$ cat config.mk
export PLATFORM = sky130hd
export DESIGN_NAME = l2_bus_adapter_flat
export DESIGN_NICKNAME = d
export VERILOG_FILES = /design/src/rtl/l2_bus_adapter_if.sv /design/src/rtl/l2_bus_adapter.sv /design/src/flat_wrapper.sv
export SDC_FILE = /design/constraint.sdc
export NUM_CORES = 1
export LEC_CHECK = 0
export ABC_AREA = 1
export BUFFER_PORTS_ARGS = -buffer_cell sky130_fd_sc_hd__buf_2
export CORE_AREA = 5 5 101 174
export CTS_CLUSTER_SIZE = 20
export DETAILED_ROUTE_END_ITERATION = 16
export DIE_AREA = 0 0 106 179
export PLACE_DENSITY = 0.75
export SYNTH_ARGS = -nofsm -noshare
export SYNTH_HDL_FRONTEND = slang
export SYNTH_SLANG_ARGS = --single-unit
$ cat constraint.sdc
create_clock -name CLK -period 1.2 [get_ports CLK]
set_clock_uncertainty 0.05 [all_clocks]
set_input_delay 0.24 -clock CLK [delete_from_list [all_inputs] [get_ports CLK]]
set_output_delay 0.24 -clock CLK [all_outputs]
set_load 0.03 [all_outputs]
$ cat src/rtl/l2_bus_adapter_if.sv
// Bus bundle for the L2 bus adapter: bus-controller request/response
// signals on one side and the single-word memory port on the other.
interface l2_bus_adapter_if #(
  parameter int BLOCK_SIZE = 2,
  parameter int WORD_W     = 32
);
  logic                         l2REN;
  logic                         l2WEN;
  logic [WORD_W-1:0]            l2addr;
  logic [BLOCK_SIZE*WORD_W-1:0] l2store;
  logic [BLOCK_SIZE*WORD_W-1:0] l2load;
  logic [1:0]                   l2state;
  logic                         mem_ren;
  logic                         mem_wen;
  logic [WORD_W-1:0]            mem_addr;
  logic [WORD_W-1:0]            mem_wdata;
  logic [WORD_W-1:0]            mem_rdata;
  logic                         mem_busy;
  logic                         mem_error;

  // Adapter view: requests and memory responses come in, block data,
  // status and memory strobes go out.
  modport slave (
    input  l2REN, l2WEN, l2addr, l2store, mem_rdata, mem_busy, mem_error,
    output l2load, l2state, mem_ren, mem_wen, mem_addr, mem_wdata
  );

  // Environment view: bus controller plus memory model.
  modport master (
    output l2REN, l2WEN, l2addr, l2store, mem_rdata, mem_busy, mem_error,
    input  l2load, l2state, mem_ren, mem_wen, mem_addr, mem_wdata
  );
endinterface

$ cat src/rtl/l2_bus_adapter.sv
// L2 bus adapter: turns a block read / write-back request from the bus
// controller into BLOCK_SIZE sequential single-word memory accesses.
// The request is latched on acceptance, so the controller may change or
// drop its inputs while the block is in flight.
module l2_bus_adapter #(
  parameter int BLOCK_SIZE = 2,
  parameter int WORD_W     = 32
) (
  input  logic              CLK,
  input  logic              nRST,
  l2_bus_adapter_if.slave   bus
);

  localparam int BLOCK_BYTES = BLOCK_SIZE * WORD_W / 8;
  localparam int OFFSET_BITS = $clog2(BLOCK_BYTES);
  localparam int WORD_SHIFT  = $clog2(WORD_W / 8);
  localparam int IDX_W       = (BLOCK_SIZE > 1) ? $clog2(BLOCK_SIZE) : 1;

  localparam logic [IDX_W-1:0]  LAST_IDX  = IDX_W'(BLOCK_SIZE - 1);
  localparam logic [WORD_W-1:0] BASE_MASK = {WORD_W{1'b1}} << OFFSET_BITS;

  localparam logic [1:0] L2_FREE   = 2'd0;
  localparam logic [1:0] L2_BUSY   = 2'd1;
  localparam logic [1:0] L2_ACCESS = 2'd2;
  localparam logic [1:0] L2_ERROR  = 2'd3;

  typedef enum logic [1:0] {IDLE, XFER, DONE, FAIL} state_t;

  state_t                       state;
  state_t                       next_state;
  logic                         op_write;
  logic [WORD_W-1:0]            base;
  logic [BLOCK_SIZE*WORD_W-1:0] store_lat;
  logic [BLOCK_SIZE*WORD_W-1:0] load_reg;
  logic [IDX_W-1:0]             index;
  logic [31:0]                  word_lsb;
  logic                         req;
  logic                         word_ok;
  logic                         word_bad;
  logic                         last_word;

  assign req       = bus.l2REN | bus.l2WEN;
  assign word_ok   = !bus.mem_busy && !bus.mem_error;
  assign word_bad  = !bus.mem_busy && bus.mem_error;
  assign last_word = (index == LAST_IDX);
  assign word_lsb  = 32'(index) * 32'(WORD_W);
  assign bus.l2load = load_reg;

  // State register; reset aborts any transfer immediately.
  always_ff @(posedge CLK or negedge nRST) begin
    if (!nRST) state <= IDLE;
    else       state <= next_state;
  end

  // Next-state logic: one word per non-busy cycle, error ends the block early.
  always_comb begin
    next_state = state;
    case (state)
      IDLE: if (req) next_state = XFER;
      XFER: begin
        if (word_bad)                    next_state = FAIL;
        else if (word_ok && last_word)   next_state = DONE;
      end
      DONE:    next_state = IDLE;
      FAIL:    next_state = IDLE;
      default: next_state = IDLE;
    endcase
  end

  // Request latch, word index and read-data capture.
  always_ff @(posedge CLK or negedge nRST) begin
    if (!nRST) begin
      op_write  <= 1'b0;
      base      <= '0;
      store_lat <= '0;
      load_reg  <= '0;
      index     <= '0;
    end else begin
      case (state)
        IDLE: begin
          if (req) begin
            op_write  <= bus.l2WEN;
            base      <= bus.l2addr & BASE_MASK;
            store_lat <= bus.l2store;
            index     <= '0;
          end
        end
        XFER: begin
          if (word_ok) begin
            if (!op_write) load_reg[word_lsb +: WORD_W] <= bus.mem_rdata;
            if (!last_word) index <= index + 1'b1;
          end
        end
        default: ;
      endcase
    end
  end

  // Status and memory port outputs; strobes only ever active in XFER.
  always_comb begin
    bus.l2state   = L2_FREE;
    bus.mem_ren   = 1'b0;
    bus.mem_wen   = 1'b0;
    bus.mem_addr  = '0;
    bus.mem_wdata = '0;
    case (state)
      IDLE: bus.l2state = L2_FREE;
      XFER: begin
        bus.l2state   = L2_BUSY;
        bus.mem_ren   = !op_write;
        bus.mem_wen   = op_write;
        bus.mem_addr  = base + (WORD_W'(index) << WORD_SHIFT);
        bus.mem_wdata = store_lat[word_lsb +: WORD_W];
      end
      DONE:    bus.l2state = L2_ACCESS;
      FAIL:    bus.l2state = L2_ERROR;
      default: bus.l2state = L2_FREE;
    endcase
  end

endmodule
$ cat src/flat_wrapper.sv
// flat-port wrapper written by rule: the top's interface ports become plain ports
module l2_bus_adapter_flat 
#(
  parameter int BLOCK_SIZE = 2,
  parameter int WORD_W     = 32
)
  (CLK, nRST, bus_l2REN, bus_l2WEN, bus_l2addr, bus_l2store, bus_mem_rdata, bus_mem_busy, bus_mem_error, bus_l2load, bus_l2state, bus_mem_ren, bus_mem_wen, bus_mem_addr, bus_mem_wdata);
  l2_bus_adapter_if #(.BLOCK_SIZE(BLOCK_SIZE), .WORD_W(WORD_W)) bus_i ();
  input  logic CLK;
  input  logic nRST;
  input wire logic [$bits(bus_i.l2REN)-1:0] bus_l2REN;
  input wire logic [$bits(bus_i.l2WEN)-1:0] bus_l2WEN;
  input wire logic [$bits(bus_i.l2addr)-1:0] bus_l2addr;
  input wire logic [$bits(bus_i.l2store)-1:0] bus_l2store;
  input wire logic [$bits(bus_i.mem_rdata)-1:0] bus_mem_rdata;
  input wire logic [$bits(bus_i.mem_busy)-1:0] bus_mem_busy;
  input wire logic [$bits(bus_i.mem_error)-1:0] bus_mem_error;
  output wire logic [$bits(bus_i.l2load)-1:0] bus_l2load;
  output wire logic [$bits(bus_i.l2state)-1:0] bus_l2state;
  output wire logic [$bits(bus_i.mem_ren)-1:0] bus_mem_ren;
  output wire logic [$bits(bus_i.mem_wen)-1:0] bus_mem_wen;
  output wire logic [$bits(bus_i.mem_addr)-1:0] bus_mem_addr;
  output wire logic [$bits(bus_i.mem_wdata)-1:0] bus_mem_wdata;
  assign bus_i.l2REN = bus_l2REN;
  assign bus_i.l2WEN = bus_l2WEN;
  assign bus_i.l2addr = bus_l2addr;
  assign bus_i.l2store = bus_l2store;
  assign bus_i.mem_rdata = bus_mem_rdata;
  assign bus_i.mem_busy = bus_mem_busy;
  assign bus_i.mem_error = bus_mem_error;
  assign bus_l2load = bus_i.l2load;
  assign bus_l2state = bus_i.l2state;
  assign bus_mem_ren = bus_i.mem_ren;
  assign bus_mem_wen = bus_i.mem_wen;
  assign bus_mem_addr = bus_i.mem_addr;
  assign bus_mem_wdata = bus_i.mem_wdata;
  l2_bus_adapter #(.BLOCK_SIZE(BLOCK_SIZE), .WORD_W(WORD_W)) u_core (.CLK(CLK), .nRST(nRST), .bus(bus_i));
endmodule
Yosys cells after proc, flatten, opt, wreduce, memory -nomap -nowiden
Index checks and enable logic that the tools add are counted.
- register bits: 161
- logic and storage cells: 47
- add/sub/neg operators: 3
- equal/unequal tests: 6
- shift-type cells: 3
- mux-type cells: 14
- bitwise gates (word level): 2
- reduce and logical (&&, ||, !) cells: 13
- operators by type and width (kind ; count):
    bitwise mux 64 bit ; 1
    two-way mux 32 bit ; 2
    variable shift 32 x 34 -> 64 bit (first input constant) ; 1
    variable part select 32 x 34 -> 64 bit ; 1
    variable part select 64 x 7 -> 32 bit ; 1
    negation 6 -> 34 bit ; 1
    adder 32 x 3 -> 32 bit ; 1
    case mux 2 bit (4 select lines) ; 1
    two-way mux 2 bit ; 3
    case mux 2 bit (3 select lines) ; 1
    AND reduction 3 bit ; 2
    two-way mux 1 bit ; 5
    equality test 2 bit (second input constant) ; 2
    inequality test 2 x 1 -> 1 bit (second input constant) ; 2
    AND reduction 2 bit ; 2
    logical AND 1 bit ; 3
    zero test 1 bit ; 3
    inequality test 3 x 1 -> 1 bit (second input constant) ; 1
    equality test 2 x 1 -> 1 bit (second input constant) ; 1
    zero test 2 bit ; 1
    case mux 1 bit (2 select lines) ; 1
    nonzero test 2 bit ; 1
    OR reduction 2 bit ; 1
    adder 1 bit (second input constant) ; 1
    other kinds (2) ; 2

Longest topological paths before layout
Gate-level depths: netlist of the first run.
- depth after elaboration: 6
- gate-level depth with buffers: 8
- mapped depth without buffers: 6

Least setup slack after synthesis of the first run
Ideal clock, no wire load.
- path kind: flip-flop to output port
- from: reg u_core.index
- to: out bus_mem_wdata[23]
- arrival time: 1.342 ns
- required time: 0.910 ns
- path slack: -0.432 ns
- cell stages (with the launch flop): 6
- cells stage by stage: dfrtp_1 buf_4 inv_2 buf_2 nand2_1 a21oi_1
- longest elaborated chain between the ends: 2
- ends and longest elaborated chain (item ; RTL line ; text):
    start: declaration ; l2_bus_adapter.sv:35 ; logic [IDX_W-1:0] index;
    start signal: assignment ; l2_bus_adapter.sv:91 ; if (!last_word) index <= index + 1'b1;
    variable part select 64 x 7 -> 32 bit ; l2_bus_adapter.sv:113 ; bus.mem_wdata = store_lat[word_lsb +: WORD_W];
    two-way mux 32 bit ; l2_bus_adapter.sv:106 ; case (state)
    end: declaration ; flat_wrapper.sv:23 ; output wire logic [$bits(bus_i.mem_wdata)-1:0] bus_mem_wdata;
Every way passes these cells.

Worst setup path after layout of the first run
- from: reg u_core.index
- to: out bus_mem_wdata[8]
Same word-level chain as after synthesis.

==> reports/results.ini, run 1 <==
[run_status]
outcome = complete, but fails checks
violations = negative setup slack

[timing]
setup_violations = 291
fin_ws_ns = -0.713
fmax_ghz = 0.523
layout_min_cycle_time_ns = 1.91
hold_ws_ns = 0.0156
rsz0062_at_grt = true
maxSlewViolCount = 0
period_share = 1.59
hold_viol_final = 0

[clock_network]
htree_num_levels = 4
tritoncts = done
cts_sinks = 161
clkTransAtPathRegs_ns = 0.07
cts-root-buf = clkbuf_16
numCtsBuffers = 17
clock_latency_ns = 0.42
cts.path.max_buffers = 2

[grt]
grt_pass1_vias = 8657
antenna_found_initial = 3
grt_max_degree = 39
grt_pass1_wl_mm = 46.8
grt_usage = 0.325
overflow = 0

[detailed_routing]
vias = 8235
drt_first_iter_violations = 667
dr.pass1.iters = 5
wl_mm = 33.3
wl_per_cell_um = 22.8
ant_nets = 0
drcViolationCount = 0
vias_per_cell = 5.64

[die]
start_util = 0.436
design.portCount = 266
core_mm2 = 0.0159
fp.dieArea_mm2 = 0.0190
die_w_um = 106
fp.dieH_um = 179
rows = 61

[worst_setup_path]
startpoint_type = flop
worst_ep_arrival_time_ns = 1.62
critPathRequiredTime_ns = 0.91
crit_type = reg2out
worst-path-max-fanout = 10
end_kind = output port

[finish]
fill_cells = 875
fin_cells = 1459
multiInputGateArea_mm2 = 0.00336
final_cell_mix = 376 x nand2_1, 193 x buf_2, 159 x dfrtp_1
final_common_cell = nand2_1
drive_gt1_frac = 0.430
synthToLayoutAreaGrowth_pct = 81.1
regArea_mm2 = 0.00403
fin_util = 0.790
nets = 1389

[pwr]
p_per_area_mw_per_mm2 = 3100
p_leak_nw = 6.37
max-vdd-ir-drop_uv = 2140
power_mw = 38.8

[synth]
yosysSeqAreaShare = 0.582
synth_top_area_frac = 0.582
syn_area_per_cell_um2 = 8.20
ys_types = 17
synth.area.top_cells = dfrtp_1 58%, nand2_1 23%, nand3_1 4.9%
synth_top_area_cell = dfrtp_1
synth_warnings = 0
synth_area_mm2 = 0.00693
synth_cells = 845
synth_seq_cells = 161

[place]
hpwl_mm = 15.9
dp.cells = 1284
gp_congestion = 0.879
portBuffers = 260

[run]
cap_violations = 0

[hold_path]
hold_class = in2reg

==> Yosys cell counts <==
library cell / number
nand2_1: 418
dfrtp_1: 161
nand3_1: 68
buf_2: 34
nor2_1: 34
a21oi_1: 33
inv_1: 32
o21ai_0: 30
buf_4: 8
buf_6: 7
clkbuf_1: 7
inv_2: 4
nor2_4: 4
nand2_2: 2
conb_1: 1
nor2_2: 1
o22ai_1: 1
==> metal layers <==
layer | up-vias | GRT usage | part of all wire
li1 | 3454 | - | -
met1 | 3938 | 0.319 | 0.31
met2 | 613 | 0.589 | 0.52
met3 | 230 | 0.0695 | 0.076
met4 | 0 | 0.252 | 0.094
met5 | - | 0 | 0
==> flip-flops by register name (all words and copies together), names as in the netlist <==
register           count
u_core.index           1
u_core.bus.l2load     64
u_core.store_lat      64
u_core.base           29
u_core.state           2
u_core.op_write        1
==> per-stage QoR <==
| step | area, um^2 | setup TNS (ns) | worst slack [ns] |
|---|---|---|---|
| 2_1_floorplan | 7630 | -10.59 | -0.140 |
| 3_3_place_gp | 9360 | -34.94 | -0.260 |
| 3_5_place_dp | 9360 | -40.85 | -0.305 |
| 4_1_cts | 12100 | -112.34 | -0.703 |
| 5_1_grt | 12500 | -141.13 | -0.752 |
| 6_report | 12500 | -125.71 | -0.713 |
==> layout make-up <==
type                    count  share of cell area
diodes                      2            0.000399
clock buffers              18              0.0342
clock inverters            14             0.00988
inverters                  36              0.0120
multi-input cells         594               0.268
flip-flops and latches    161               0.321
well taps                 189              0.0189
repair buffers            445               0.335
==> path summary, 6_finish.rpt <==
kind                                       start  cells after the start               endpoint  slack (ns)
setup reg to reg                 u_core.state[1]                     11   u_core.bus.l2load[5]       -0.65
setup / recovery                    u_core.index                      5       bus_mem_wdata[8]       -0.71
hold reg to reg            u_core.bus.l2load[42]                      2  u_core.bus.l2load[42]        0.42
hold / removal                 bus_mem_rdata[21]                      3  u_core.bus.l2load[21]        0.02
min in group asynchronous                   nRST                      2        u_core.base[19]        0.20
max in group asynchronous                   nRST                      3  u_core.bus.l2load[41]        0.36
==> worst max-delay path: stages, from the launching register on <==
cell	delay, ns
dfrtp_2	0.46
buf_6	0.17
buf_12	0.15
nand2_2	0.08
a21oi_4	0.18
buf_6	0.15
==> cells by family after synthesis <==
kind of cell / count (synthesis) / share of synthesized area
compound gates: 64 / 0.0464
flops: 161 / 0.582
other cells: 1 / 0.000541
buf+inv: 92 / 0.0679
simple gates: 527 / 0.303
==> where the power goes <==
part / switching, mW / total [mW] / internal, mW
combinational: 14.1 / 23.7 / 9.64
clock: 2.48 / 5.21 / 2.72
sequential: 1.89 / 9.91 / 8.02
total: 18.5 / 38.8 / 20.4
==> repair_timing <==
action                                  in CTS  in global routing
hold buffers                                87                  0
cloned                                      18                 10
endpoints found under the setup margin     289                291
pin swaps                                   28                 38
endpoints found under the hold margin      247                  0
gates resized for setup                    173                 69
buffers inserted                            22                  7
Power figures use the tool's default switching activity.
==> run 2: changes to the inputs <==
--- a/config.mk
+++ b/config.mk
@@ -12,6 +12,8 @@
 export DETAILED_ROUTE_END_ITERATION = 16
 export DIE_AREA = 0 0 106 179
 export PLACE_DENSITY = 0.75
+export RECOVER_POWER = 100
+export SKIP_CTS_REPAIR_TIMING = 1
 export SYNTH_ARGS = -nofsm -noshare
 export SYNTH_HDL_FRONTEND = slang
 export SYNTH_SLANG_ARGS = --single-unit
==> reports/results.ini, run 2 (synthesized netlist as in run 1, its figures left out) <==
[run_status]
outcome = complete, but fails checks
violations = negative hold slack, negative setup slack

[grt]
grt_pass1_wl_mm = 34.1
grt_pass1_vias = 6878
antenna_found_initial = 3
overflow = 0
grt_max_degree = 39
grt_usage = 0.231

[finish]
fin_util = 0.738
fill_cells = 1045
regArea_mm2 = 0.00403
nets = 1343
final_common_cell = nand2_1
synthToLayoutAreaGrowth_pct = 69.2
fin_cells = 1414
multiInputGateArea_mm2 = 0.00307
final_cell_mix = 413 x nand2_1, 193 x buf_2, 159 x dfrtp_1
drive_gt1_frac = 0.378

[worst_setup_path]
worst-path-max-fanout = 8
cp_slowest_cell = dfrtp_1
worst-path-buf-inv = 4
reg2reg_depth = 9
critical_path.max_stage_delay_ns = 0.39
cp_top_family = buffers and inverters
timing.rr.start = u_core.state[0]
crit_chain = inv_2, nand2_8, buf_4, buf_16, a21oi_4, buf_6
critPathRequiredTime_ns = 0.91
crit_type = reg2out
r2r_setup_slack_ns = -0.60
startpoint_type = flop
worst_ep_arrival_time_ns = 1.64
end_kind = output port
rr_endpoint = u_core.store_lat[53]

[detailed_routing]
drt_first_iter_violations = 566
ant_nets = 0
wl_per_cell_um = 21.3
dr.pass1.iters = 6
vias_per_cell = 5.43
wl_mm = 30.1
vias = 7681
drcViolationCount = 0

[place]
portBuffers = 260
dp.cells = 1284
dp_worst_setup_slack_ns = -0.305
gp_congestion = 0.879
hpwl_mm = 15.9

[clock_network]
clkTransAtPathRegs_ns = 0.07
clock_latency_ns = 0.42
numCtsBuffers = 17
htree_num_levels = 4
cts_sinks = 161
cts-root-buf = clkbuf_16
cts.path.max_buffers = 2
tritoncts = done

[pwr]
p_per_area_mw_per_mm2 = 3180
p_leak_nw = 6.06
max-vdd-ir-drop_uv = 2080

[die]
design.portCount = 266
rows = 61
fp.dieArea_mm2 = 0.0190
die_w_um = 106
core_mm2 = 0.0159
start_util = 0.436
fp.dieH_um = 179

[timing]
fin_ws_ns = -0.734
period_share = 1.61
maxSlewViolCount = 0
hold_ws_ns = -0.0317
tightestPinTransition_ns = 0.799
max_slew_margin = 0.467
setup_violations = 290
layout_min_cycle_time_ns = 1.93
rsz0062_at_grt = true
hold_viol_final = 7
fmax_ghz = 0.517

[hold_path]
hold_start = bus_l2store[44]
hold_class = in2reg
whs_path_depth = 3
hold_path_end = u_core.store_lat[44]

[run]
cap_violations = 0

-- run 2: routing by layer --
layer,vias to the layer above,wire (um),GRT usage,share of wire
met3,146,2120,0.0461,0.071
met1,3692,9620,0.241,0.32
met4,0,1890,0.118,0.063
met5,-,0,0,0
li1,3346,-,-,-
met2,497,16500,0.434,0.55
-- run 2: worst max-delay path by stage --
stage / from / end / slack, ns / depth (start not counted)
6_report: u_core.state[1] / bus_mem_wdata[18] / -0.73 / 6
5_1_grt: u_core.state[1] / bus_mem_wdata[18] / -0.78 / 6
4_1_cts: u_core.state[0] / bus_mem_wdata[8] / -0.76 / 4
3_5_place_dp: u_core.state[0] / bus_mem_wdata[8] / -0.30 / 4
3_3_place_gp: u_core.state[0] / bus_mem_wdata[4] / -0.26 / 4
2_1_floorplan: u_core.state[1] / bus_mem_wdata[10] / -0.14 / 5
-- run 2: where the power goes --
group	internal, mW	switching (mW)
clock	2.72	2.48
sequential	8.02	1.65
combinational	8.92	13.4
-- run 2: cell type report --
type                    instances  share of cell area
flip-flops and latches        161               0.344
repair buffers                400               0.313
multi-input cells             593               0.262
clock buffers                  18              0.0366
well taps                     189              0.0202
inverters                      36              0.0126
clock inverters                14              0.0106
diodes                          3            0.000641
-- run 2: through the flow --
stage | instance area (um^2) | TNS, ns | hold slack, ns | power [mW]
after floorplan | 7630 | -10.59 | -0.106 | 21.4
after global placement | 9360 | -34.94 | 0.0773 | 26.1
after detailed placement | 9360 | -40.85 | 0.0807 | 26.5
after CTS | 9910 | -79.01 | -0.372 | 31.7
after global routing | 11700 | -129.99 | -0.0121 | 38.9
final | 11700 | -108.16 | -0.0317 | 37.2
-- run 2: worst register-to-register path, cell delays in order (launching register included) --
cell,delay [ns]
dfrtp_2,0.44
buf_4,0.16
inv_2,0.06
nand2_2,0.06
nor2_4,0.21
buf_12,0.17
inv_8,0.07
buf_12,0.14
nand2_1,0.14
nand2_1,0.14
==> run 3: changes to the inputs <==
--- a/config.mk
+++ b/config.mk
@@ -6,11 +6,12 @@
 export NUM_CORES = 1
 export LEC_CHECK = 0
 export ABC_AREA = 1
-export BUFFER_PORTS_ARGS = -buffer_cell sky130_fd_sc_hd__buf_2
+export BUFFER_PORTS_ARGS = -buffer_cell sky130_fd_sc_hd__clkbuf_2
 export CORE_AREA = 5 5 101 174
 export CTS_CLUSTER_SIZE = 20
 export DETAILED_ROUTE_END_ITERATION = 16
 export DIE_AREA = 0 0 106 179
+export GPL_TIMING_DRIVEN = 0
 export PLACE_DENSITY = 0.75
 export RECOVER_POWER = 100
 export SKIP_CTS_REPAIR_TIMING = 1
==> reports/results.ini, run 3 (synthesized netlist as in run 1, its figures left out) <==
[run_status]
outcome = complete, but fails checks
violations = negative hold slack, negative setup slack

[timing]
period_share = 1.61
tightestPinTransition_ns = 1.28
maxSlewViolCount = 0
layout_min_cycle_time_ns = 1.93
hold_ws_ns = -0.0251
setup_violations = 291
rsz0062_at_grt = true
fmax_ghz = 0.518
fin_ws_ns = -0.730
hold_viol_final = 14
max_slew_margin = 0.145

[die]
rows = 61
start_util = 0.436
design.portCount = 266
fp.dieArea_mm2 = 0.0190
die_w_um = 106
core_mm2 = 0.0159
fp.dieH_um = 179

[grt]
antenna_found_initial = 0
overflow = 0
grt_max_degree = 91
grt_usage = 0.223
grt_pass1_wl_mm = 33.2
grt_pass1_vias = 6780

[clock_network]
cts_sinks = 161
cts.path.max_buffers = 2
htree_num_levels = 4
cts-root-buf = clkbuf_16
clock_latency_ns = 0.42
tritoncts = done
clkTransAtPathRegs_ns = 0.07
numCtsBuffers = 17

[finish]
fin_cells = 1423
drive_gt1_frac = 0.395
fin_area_mm2 = 0.0116
final_cell_mix = 397 x nand2_1, 194 x clkbuf_2, 160 x dfrtp_1
nets = 1355
synthToLayoutAreaGrowth_pct = 67.4
num_antenna_cells = 0
final_common_cell = nand2_1

[place]
dp.cells = 1296
portBuffers = 260
hpwl_mm = 16.2
gp_congestion = 0.837
place_area_mm2 = 0.00920

[hold_path]
whs_path_depth = 3
hold_class = in2reg

[worst_setup_path]
worst_ep_arrival_time_ns = 1.64
end_kind = output port
worst-path-max-fanout = 10
crit_type = reg2out
critPathRequiredTime_ns = 0.91
reg2reg_depth = 10
startpoint_type = flop

[detailed_routing]
ant_nets = 0
wl_per_cell_um = 18.8
wl_mm = 26.7
drt_first_iter_violations = 378
dr.pass1.iters = 4
vias_per_cell = 5.19
vias = 7392
drcViolationCount = 0

[pwr]
p_per_area_mw_per_mm2 = 3130
p_leak_nw = 6.01
max-vdd-ir-drop_uv = 2280

[run]
cap_violations = 0

## run 3: changes by cell type in the layout (fill, tap and decap cells not counted), sizes merged
cell / delta
clkinvlp: +5
clkinv: -5
dlygate4sd3: -1
diode: -3
clkbuf: +193
buf: -178
inv: -2
## run 3: cell type report
type                            count  area (um^2)
Fill cell                        1057         4280
Sequential cell                   161         4030
Multi-Input combinational cell    593         3130
Timing Repair Buffer              356         2840
Buffer                             56          669
Clock buffer                       20          437
Tap cell                          189          236
Inverter                           36          150
Clock inverter                     12          100
## run 3: worst paths after layout
check                                       from  slack, ns                    end
hold / removal                   bus_l2store[38]      -0.03   u_core.store_lat[38]
setup / recovery                 u_core.state[1]      -0.73      bus_mem_wdata[17]
setup reg to reg                 u_core.state[1]      -0.54        u_core.base[11]
hold reg to reg            u_core.bus.l2load[36]       0.42  u_core.bus.l2load[36]
max in group asynchronous                   nRST       0.10  u_core.bus.l2load[53]
min in group asynchronous                   nRST       0.02        u_core.base[16]
## run 3: stage by stage
| stage | hold WS (ns) | setup slack, ns | setup TNS [ns] | utilization | total power, mW |
|---|---|---|---|---|---|
| after floorplan | -0.106 | -0.140 | -10.59 | - | 21.4 |
| after global placement | 0.392 | -3.01 | -535.30 | 0.577 | 25.7 |
| after detailed placement | 0.295 | -0.388 | -55.72 | 0.580 | 26.0 |
| after CTS | -0.160 | -0.849 | -91.64 | 0.613 | 31.1 |
| after global routing | -0.0101 | -0.780 | -126.79 | 0.730 | 38.1 |
| final | -0.0251 | -0.730 | -103.83 | 0.730 | 36.3 |
## run 3: power by group
part / switching (mW) / internal, mW
Sequential: 1.54 / 8.02
Combinational: 13.1 / 8.59
Clock: 2.40 / 2.69
## run 3: routing by layer
metal	vias to the layer above	share of wire	track usage	wire (um)
met3	99	0.062	0.0555	1660
met4	0	0.056	0.125	1500
li1	3367	-	-	-
met2	351	0.56	0.414	15000
met1	3575	0.32	0.224	8560
met5	-	0	0	0
## run 3: critical path, cell delays in order, from the launching register on
cell and delay, ns:
dfrtp_1 0.42, inv_2 0.10, nand2_4 0.09, buf_12 0.16, buf_12 0.16, a21oi_4 0.14
buf_6 0.15
